### config.mk
export PLATFORM = sky130hd
export DESIGN_NAME = cpu_control
export DESIGN_NICKNAME = d
export VERILOG_FILES = /design/src/rtl/cpu_control.sv
export SDC_FILE = /design/constraint.sdc
export NUM_CORES = 1
export LEC_CHECK = 0
export ABC_CLOCK_PERIOD_IN_PS = 4200
export BUFFER_PORTS_ARGS = -buffer_cell sky130_fd_sc_hd__buf_2
export CORE_ASPECT_RATIO = 1.25
export CORE_MARGIN = 5
export CORE_UTILIZATION = 50
export CTS_CLUSTER_DIAMETER = 60
export DETAILED_ROUTE_END_ITERATION = 8
export HOLD_SLACK_MARGIN = 0.1
export PLACE_DENSITY_LB_ADDON = 0.1
export SLEW_MARGIN = 20
export SYNTH_ARGS = -nofsm -noshare
export SYNTH_HDL_FRONTEND = slang
export SYNTH_SLANG_ARGS = --single-unit
### constraint.sdc
create_clock -name clk -period 4.2 [get_ports clk]
set_input_delay 0.84 -clock clk [delete_from_list [all_inputs] [get_ports clk]]
set_output_delay 0.84 -clock clk [all_outputs]
set_load 0.005 [all_outputs]
### src/rtl/cpu_control.sv
// cpu_control: multi-cycle instruction sequencer for the 16-bit CPU.
//
// Fetches 16-bit instructions over a request/acknowledge instruction-memory
// port, decodes them and drives the register-file/ALU datapath controls.
// Owns the program counter, latches ALU status flags and resolves
// conditional branches.
//
// Ports:
//   clk        rising-edge clock
//   rst        asynchronous active-low reset
//   imem_req   fetch request (high in FETCH)
//   imem_addr  fetch address, equals the program counter
//   imem_ack   fetch accepted, imem_data valid in the same cycle
//   imem_data  instruction word
//   fZ/fC/fN/fV  ALU flags from the datapath for the current controls
//   wen        register write enable, one-cycle pulse in EXEC
//   selRd/selRs/selRt  register selects
//   aluOp      ALU function
//   t          immediate operand
//   selT       1 = use t as second ALU operand
//   halted     high in the HALT state
module cpu_control #(
  parameter int unsigned     PC_W     = 8,
  parameter logic [PC_W-1:0] RESET_PC = '0,
  parameter logic [3:0]      ADD_OP   = 4'h0
) (
  input  logic            clk,
  input  logic            rst,
  output logic            imem_req,
  output logic [PC_W-1:0] imem_addr,
  input  logic            imem_ack,
  input  logic [15:0]     imem_data,
  input  logic            fZ,
  input  logic            fC,
  input  logic            fN,
  input  logic            fV,
  output logic            wen,
  output logic [3:0]      selRd,
  output logic [3:0]      selRs,
  output logic [3:0]      selRt,
  output logic [3:0]      aluOp,
  output logic [15:0]     t,
  output logic            selT,
  output logic            halted
);

  typedef enum logic [2:0] {
    ST_IDLE,
    ST_FETCH,
    ST_DECODE,
    ST_EXEC,
    ST_HALT
  } state_t;

  typedef struct packed {
    logic z;
    logic c;
    logic n;
    logic v;
  } flags_t;

  state_t          state_q, state_d;
  logic [PC_W-1:0] pc_q, pc_d;
  logic [15:0]     ir_q, ir_d;
  flags_t          flags_q, flags_d;

  // Instruction decode of the held instruction register.
  logic [3:0]      op;
  logic            is_alu, is_addi, is_brc, is_halt;
  logic            br_taken;
  logic [PC_W-1:0] br_off;

  assign op      = ir_q[15:12];
  assign is_addi = (op == 4'hA);
  assign is_alu  = (op <= 4'h9) || is_addi;
  assign is_brc  = (op == 4'hC);
  assign is_halt = (op == 4'hF);
  // Sign-extend the 8-bit offset to the PC width; the add then wraps mod 2^PC_W.
  assign br_off  = PC_W'($signed(ir_q[7:0]));

  always_comb begin
    br_taken = 1'b0;
    unique case (ir_q[11:8])
      4'd0:    br_taken = 1'b1;
      4'd1:    br_taken = flags_q.z;
      4'd2:    br_taken = !flags_q.z;
      4'd3:    br_taken = flags_q.c;
      4'd4:    br_taken = flags_q.n;
      4'd5:    br_taken = flags_q.v;
      default: br_taken = 1'b0;
    endcase
  end

  // Next-state logic.
  always_comb begin
    // NOTE: every variable gets a default before the case so that no path
    // leaves it unassigned, which would infer a latch.
    state_d = state_q;
    pc_d    = pc_q;
    ir_d    = ir_q;
    flags_d = flags_q;
    unique case (state_q)
      ST_IDLE: state_d = ST_FETCH;
      ST_FETCH: begin
        if (imem_ack) begin
          ir_d    = imem_data;
          pc_d    = pc_q + PC_W'(1);
          state_d = ST_DECODE;
        end
      end
      ST_DECODE: state_d = is_halt ? ST_HALT : ST_EXEC;
      ST_EXEC: begin
        state_d = ST_FETCH;
        if (is_alu) flags_d = '{z: fZ, c: fC, n: fN, v: fV};
        // pc already points past the branch, so the offset is relative to it.
        if (is_brc && br_taken) pc_d = pc_q + br_off;
      end
      ST_HALT: state_d = ST_HALT;
      default: state_d = ST_IDLE;
    endcase
  end

  // Outputs are decoded from the registered state and ir only, so an
  // asynchronous reset clears them without waiting for a clock edge.
  always_comb begin
    imem_req  = (state_q == ST_FETCH);
    imem_addr = pc_q;
    wen       = (state_q == ST_EXEC) && is_alu;
    halted    = (state_q == ST_HALT);
    selRd     = '0;
    selRs     = '0;
    selRt     = '0;
    aluOp     = '0;
    t         = '0;
    selT      = 1'b0;
    if (state_q == ST_DECODE || state_q == ST_EXEC) begin
      selRd = ir_q[11:8];
      selRs = ir_q[7:4];
      selRt = ir_q[3:0];
      aluOp = is_addi ? ADD_OP : op;
      t     = {12'b0, ir_q[3:0]};
      selT  = is_addi;
    end
  end

  always_ff @(posedge clk or negedge rst) begin
    if (!rst) begin
      state_q <= ST_IDLE;
      pc_q    <= RESET_PC;
      ir_q    <= '0;
      flags_q <= '0;
    end else begin
      // NOTE: non-blocking assignments so every register samples the
      // pre-edge values, independent of statement order.
      state_q <= state_d;
      pc_q    <= pc_d;
      ir_q    <= ir_d;
      flags_q <= flags_d;
    end
  end

endmodule

Word-level counts from Yosys, hierarchy flattened
Cells that the tools add are included.
{ "word_totals": {"ram_bits": 0, "word_cells": 50, "ff_bits": 31, "latch_bits": 0, "n_memories": 0, "inputBits": 23, "romBits": 0} }
{ "classes": {"n_lt_le_gt_ge": 1, "bitwise_logic": 0, "n_reduce_logical": 12, "mux": 14, "n_mul": 0, "n_shift": 0, "div_mod_pow": 0, "n_eq_ne": 14, "add_sub_neg": 2} }
{ "op_table": {"columns": ["operator", "count"], "rows": [
  ["4-bit 2-to-1 mux", 6],
  ["8-bit 2-to-1 mux", 2],
  ["8-bit case mux with 2 select lines", 1],
  ["4-bit equality test (second input constant)", 3],
  ["3-bit case mux with 4 select lines", 1],
  ["8-bit by 1-bit adder with 8-bit output (second input constant)", 1],
  ["8-bit adder", 1],
  ["4-bit by 2-bit equality test with 1-bit output (second input constant)", 2],
  ["4-bit by 3-bit equality test with 1-bit output (second input constant)", 2],
  ["3-bit by 2-bit equality test with 1-bit output (second input constant)", 2],
  ["3-bit 2-to-1 mux", 2],
  ["1-bit case mux with 6 select lines", 1],
  ["4-bit by 1-bit equality test with 1-bit output (second input constant)", 1],
  ["4-bit less-or-equal comparator (second input constant)", 1],
  ["4-bit logical NOT", 1],
  ["2-bit AND reduction", 2],
  ["3-bit by 1-bit equality test with 1-bit output (second input constant)", 1],
  ["3-bit equality test (second input constant)", 1],
  ["3-bit logical NOT", 1],
  ["3-bit AND reduction", 1],
  ["1-bit logical AND", 2],
  ["1-bit logical OR", 2],
  ["2-bit by 1-bit inequality test with 1-bit output (second input constant)", 1],
  ["2-bit inequality test (second input constant)", 1],
  ["4 further kinds", 4]
]} }

Depth between registers and ports, before layout
{ "logic_depth": {"ltp_word": 5, "ltp_mapped": 11} }

Least setup slack after synthesis
No wires, ideal clock.
{ "synth_path": {"path_type": "reg-to-reg", "start": "register state_q[1]", "end": "register pc_q[6] (netlist: imem_addr[6])", "path_stages_with_launch": 12, "setup_time_ns": 0.096, "period_less_slack_ns": 2.362, "path_slack_ns": 1.838, "arrival_time_ns": 2.266, "n_path_buf": 0, "cell_sequence": "dfrtp_1 -> nor2b_1 -> nand2_1 -> or2_2 -> ha_1 -> inv_1 -> fa_1 -> nor2b_1 -> o31a_1 -> o21a_1 -> o21a_1 -> o31ai_1"} }
{ "synth_between": {"elab_chain_cells": 3, "elab_cells_between_ends": 7, "cone_classes": "eq/ne: 4; mux: 1; reduce/logical: 2"} }
{ "synth_rtl": {"columns": ["element", "line_no", "rtl"], "rows": [
  ["from (decl)", "62", "state_t state_q, state_d;"],
  ["from (signal assigned)", "155", "state_q <= state_d;"],
  ["3-bit by 2-bit equality test with 1-bit output / 3-bit by 1-bit equality test with 1-bit output (equally long branches)", "102", "unique case (state_q)"],
  ["2-bit inequality test (no line), or another cell as far along", null, null],
  ["3-bit AND reduction (no line)", null, null],
  ["to (signal assigned)", "156", "pc_q <= pc_d;"],
  ["to (decl)", "63", "logic [PC_W-1:0] pc_q, pc_d;"]
]} }
Parallel ways exist; a longest one is shown, timed or not.
A chain may end at the register's enable or synchronous reset.

Final worst setup path
Same ends and word-level chain as after synthesis.

==> impl.org <==
** Global routing
- Leftover overflow at the end of global routing :: 0
- The first global-routing pass estimated 6580 um of wire.
- The via count of the first global-routing pass was 1496.
- In the global route stage, overall resource usage came out at 0.164.
- The number of antenna violations at the first check in global routing was 0.
- Pin count of the biggest net entering global routing :: 32

** Yosys
- Synthesis handed over a netlist of 180 instances.
- Number of flip-flops and latches in the synthesized netlist :: 31
- The cell area that synthesis handed to floorplanning was 1840 sq um.
- The compound-cell area share of the yosys netlist is 0.0991.
- During synthesis, Yosys emitted a total of 0 warnings.
- Sequential area share after synthesis :: 0.421
- Counting distinct cell types in the post-synthesis netlist gives 36.
- Xor and xnor fraction of the mapped netlist area :: 0.0190
- Among all flip-flop cells after synthesis, the most frequent one is sky130_fd_sc_hd__dfrtp_1.
- Syn avg cell area :: 10.2 sq um
- Share of synthesized cell area in full adder, half adder and majority cells :: 0.0583
- Simple-gate area share of the yosys netlist :: 0.182
- Counting flops with an async set or reset pin after synthesis yields a share of 1.00.
- Dominant combinational cell family by area after synthesis :: simple AND/OR/NAND/NOR gates
- Mux share of post-synthesis cell area :: 0.134
- In this run, synthesis inferred 0 flip-flops with an integrated enable.

** Floorplan
- The die is 64.3 um wide.
- The floorplan step defined a die boundary enclosing 5010 sq um.
- The floorplan step set the die height to 77.9 um.
- The initialized floorplan defines 24 standard-cell rows.
- Initial cell density of the core :: 0.525
- The total area inside the core boundary comes to 3510 sq um.
- Top Ports :: 67

** Setup path
- Data required time at the worst endpoint :: 4390 ps
- Among cell families on the critical path, the largest total delay comes from compound AO/OA/AOI/OAI gates.
- Of all nets on the critical path, the largest fanout is 6.
- Walking the worst path, the cells encountered are nor2b_1 -> nand2_1 -> or2_2 -> ha_1 -> inv_1 -> fa_1 -> nor2b_1 -> o31a_1 -> o21a_1 -> o21a_1 -> o31ai_1.
- Arrival time of data at the critical path endpoint :: 2710 ps
- The worst setup path is launched from a flop.
- STA classifies the critical path endpoint as a flop.
- On the critical path, the stage with the largest delay is an instance of sky130_fd_sc_hd__dfrtp_1.
- The critical path in this run is classified as reg2reg.
- On the worst path, the slowest cell contributes a delay of 420 ps.
- Counting both buffers and inverters, the worst setup path holds a total of 1.

** Detailed routing
- Wire length per cell after detailed routing :: 14.6 um
- Post-route DRC :: 0
- Pre-antenna DRT Iters :: 5
- Using the TritonRoute via totals, the vias-per-cell ratio works out to 5.34.
- After the first detailed-routing iteration, the DRC count stood at 57.
- Final wirelength :: 3960 um
- Once detail routing completed, the nets flagged for antenna violations numbered 0.
- Across all layers, the routed design uses 1446 vias.

** Pwr
- Post-route total power :: 1610 uW
- Of the total power, combinational logic draws 0.452.
- Power Internal :: 1020 uW
- Of the total power, the share spent switching nets is 0.368.
- Power density over cell area :: 737 nW/um^2
- Across the VDD grid, the largest voltage drop is 396 uV.
- The analysis attributes to cell leakage a power of 0.00111 uW.
- Of the total power, registers draw 0.362.
- Switching power of the nets :: 593 uW
- Of the total power, the clock network draws 0.186.

** Clock network
- Num CTS Buffers :: 5
- No sink is reached through more buffers than the 2 on the longest clock path.
- Setup Fix Bufs, Post-CTS :: 0
- Clk slew on worst S/H paths :: 70 ps
- Number of sinks on the clock net :: 31
- The root buffer cell chosen for the clock tree is sky130_fd_sc_hd__clkbuf_8.
- At the later pin of the worst-skew pair, clock insertion delay measures 280 ps.
- CTS tree :: yes
- Post_cts resized :: 0
- The H-tree was split into 2 levels.
- Buffers inserted to repair hold after CTS numbered 0.

** Layout
- Net count of the finished layout :: 262
- Fraction of final layout cells sized beyond drive strength 1 :: 0.375
- Relative area change from synthesis to final layout :: 18.7%
- Once layout is done, the placed cells without fillers occupy 2190 sq um.
- 0 antenna diodes ended up in the layout.
- At the end of the flow the core is filled with cells to 0.623.

** Placement
- Placed cell areas :: 2070 sq um
- In this run the tool buffered the top-level ports with 54 buffer cells.
- RD Place Congestion :: 0.844
- After legalization and detailed placement, the total HPWL measured 3090 um.

** Run
- Across the run, the number of max-cap violations was 0.

** STA
- Setup violations remaining at the end of the flow were counted as 0.
- Tightest slew margin relative to the limit :: 0.475
- The final-report hold violation count came to 0.
- Clock period minus final worst setup slack :: 2530 ps
- Final count of pins violating max slew :: 0
- Unrepaired setup endpoints after global routing :: false
- Worst slew pin tran :: 788 ps
- Setup clock skew after layout :: 4.45 ps
- Timing would allow up to 0.396 GHz.
- Of the available clock period, the critical path in the final layout requires 0.601.
- For the final routed database, the setup TNS stands at 0 ps.

** Hold path
- The min-delay analysis places its worst path in the category reg2reg.

** Run status
- Outcome :: complete, no violations
-- per-layer routing --
layer  share of wire  GRT usage  wire (um)  vias to the layer above
met2            0.56      0.315       2230                       42
met3           0.051     0.0535        204                        4
met5               0          0          0                        -
li1                -          -          -                      698
met4          0.0078     0.0570         31                        0
met1            0.38      0.156       1500                      702
-- power by group through the flow --
| stage | registers, uW | clock network, uW | logic (uW) |
|---|---|---|---|
| floorplan | 544 | 0 | 550 |
| CTS | 582 | 309 | 736 |
| global route | 610 | 322 | 822 |
| detailed placement | 587 | 0 | 733 |
| global placement | 579 | 0 | 701 |
| finish | 584 | 301 | 729 |
-- per-stage QoR --
stage / hold WS (ps) / std cells / worst slack, ps
2_1_floorplan: 458 / 191 / 1840
3_3_place_gp: 461 / 263 / 1440
3_5_place_dp: 456 / 263 / 1340
4_1_cts: 471 / 271 / 1540
5_1_grt: 512 / 271 / 1540
6_report: 469 / 271 / 1680
-- kinds of logic after synthesis --
kind of cell | after synthesis
AOI/OAI and AO/OA | 30
xor gates and xnor gates | 4
adders and majority gates | 8
buffers and inverters | 25
DFF | 31
muxes | 22
other | 1
and+or+nand+nor | 59
-- registers in the layout, indices dropped and copies added, names as in the netlist --
name and cells:
flags_q 4, imem_addr 8, state_q 3, ir_q 16
-- synth_stat cells, types with 2 or more instances --
library cell               instances  area, sq um
sky130_fd_sc_hd__a211oi_1          3         22.5
sky130_fd_sc_hd__a21o_1            3         22.5
sky130_fd_sc_hd__a21oi_1           9         45.0
sky130_fd_sc_hd__and2_1           15         93.8
sky130_fd_sc_hd__and3_1            6         37.5
sky130_fd_sc_hd__buf_2             3         15.0
sky130_fd_sc_hd__buf_4            16          120
sky130_fd_sc_hd__clkbuf_1          2         7.51
sky130_fd_sc_hd__dfrtp_1          31          776
sky130_fd_sc_hd__ha_1              7         87.6
sky130_fd_sc_hd__inv_1             3         11.3
sky130_fd_sc_hd__mux2_2           21          236
sky130_fd_sc_hd__nand2_1          13         48.8
sky130_fd_sc_hd__nand2b_1          2         12.5
sky130_fd_sc_hd__nand3_1           2         10.0
sky130_fd_sc_hd__nor2_1            4         15.0
sky130_fd_sc_hd__nor2b_1           7         43.8
sky130_fd_sc_hd__nor3_1            3         15.0
sky130_fd_sc_hd__o21a_1            4         30.0
sky130_fd_sc_hd__o21ai_0           8         40.0
sky130_fd_sc_hd__xnor2_1           2         17.5
sky130_fd_sc_hd__xor2_1            2         17.5
-- final timing paths --
path / start / cells after the start / slack, ps / to
min: imem_addr[7]$_DFFE_PN0P_ / 1 / 470 / imem_addr[7]$_DFFE_PN0P_
min in group asynchronous: rst / 1 / 600 / imem_addr[4]$_DFFE_PN0P_
max: state_q[1]$_DFFE_PN0P_ / 11 / 1680 / imem_addr[6]$_DFFE_PN0P_
max in group asynchronous: rst / 1 / 3150 / ir_q[15]$_DFFE_PN0P_
min reg2reg: imem_addr[7]$_DFFE_PN0P_ / 1 / 470 / imem_addr[7]$_DFFE_PN0P_
max reg2reg: state_q[1]$_DFFE_PN0P_ / 11 / 1680 / imem_addr[6]$_DFFE_PN0P_
-- final cells by class --
cell class | instances | area [sq um]
repair buffers | 55 | 278
clock inverters | 2 | 35.0
well taps | 39 | 48.8
clock buffers | 6 | 82.6
flip-flops and latches | 31 | 776
multi-input cells | 135 | 958
fillers | 323 | 1320
inverters | 3 | 11.3
-- cell usage in the layout (no fill, tap or decap) --
cell and instances:
sky130_fd_sc_hd__or4b_1 1, sky130_fd_sc_hd__o21ai_0 8, sky130_fd_sc_hd__conb_1 12, sky130_fd_sc_hd__xnor2_1 2, sky130_fd_sc_hd__clkinv_2 1, sky130_fd_sc_hd__nand2b_1 2, sky130_fd_sc_hd__xor2_1 2, sky130_fd_sc_hd__o31ai_1 1
sky130_fd_sc_hd__o21a_1 4, sky130_fd_sc_hd__nand4b_1 1, sky130_fd_sc_hd__nand3_1 2, sky130_fd_sc_hd__mux2_2 21, sky130_fd_sc_hd__nand3b_1 1, sky130_fd_sc_hd__a21o_1 3, sky130_fd_sc_hd__dfrtp_1 31, sky130_fd_sc_hd__a21oi_1 9
sky130_fd_sc_hd__a211oi_1 3, sky130_fd_sc_hd__buf_4 1, sky130_fd_sc_hd__nor3_1 3, sky130_fd_sc_hd__a31oi_2 1, sky130_fd_sc_hd__nor3b_1 1, sky130_fd_sc_hd__fa_1 1, sky130_fd_sc_hd__or2_2 1, sky130_fd_sc_hd__nor2_1 4
sky130_fd_sc_hd__inv_1 3, sky130_fd_sc_hd__buf_2 54, sky130_fd_sc_hd__nor2b_1 7, sky130_fd_sc_hd__and3_1 6, sky130_fd_sc_hd__nor3_2 1, sky130_fd_sc_hd__mux2i_1 1, sky130_fd_sc_hd__nand2_1 13, sky130_fd_sc_hd__bufinv_16 1
sky130_fd_sc_hd__ha_1 7, sky130_fd_sc_hd__clkbuf_8 6, sky130_fd_sc_hd__and2_1 15, sky130_fd_sc_hd__o31a_1 1, sky130_fd_sc_hd__and4_1 1
Note: power is estimated with default switching activity, not from simulation.
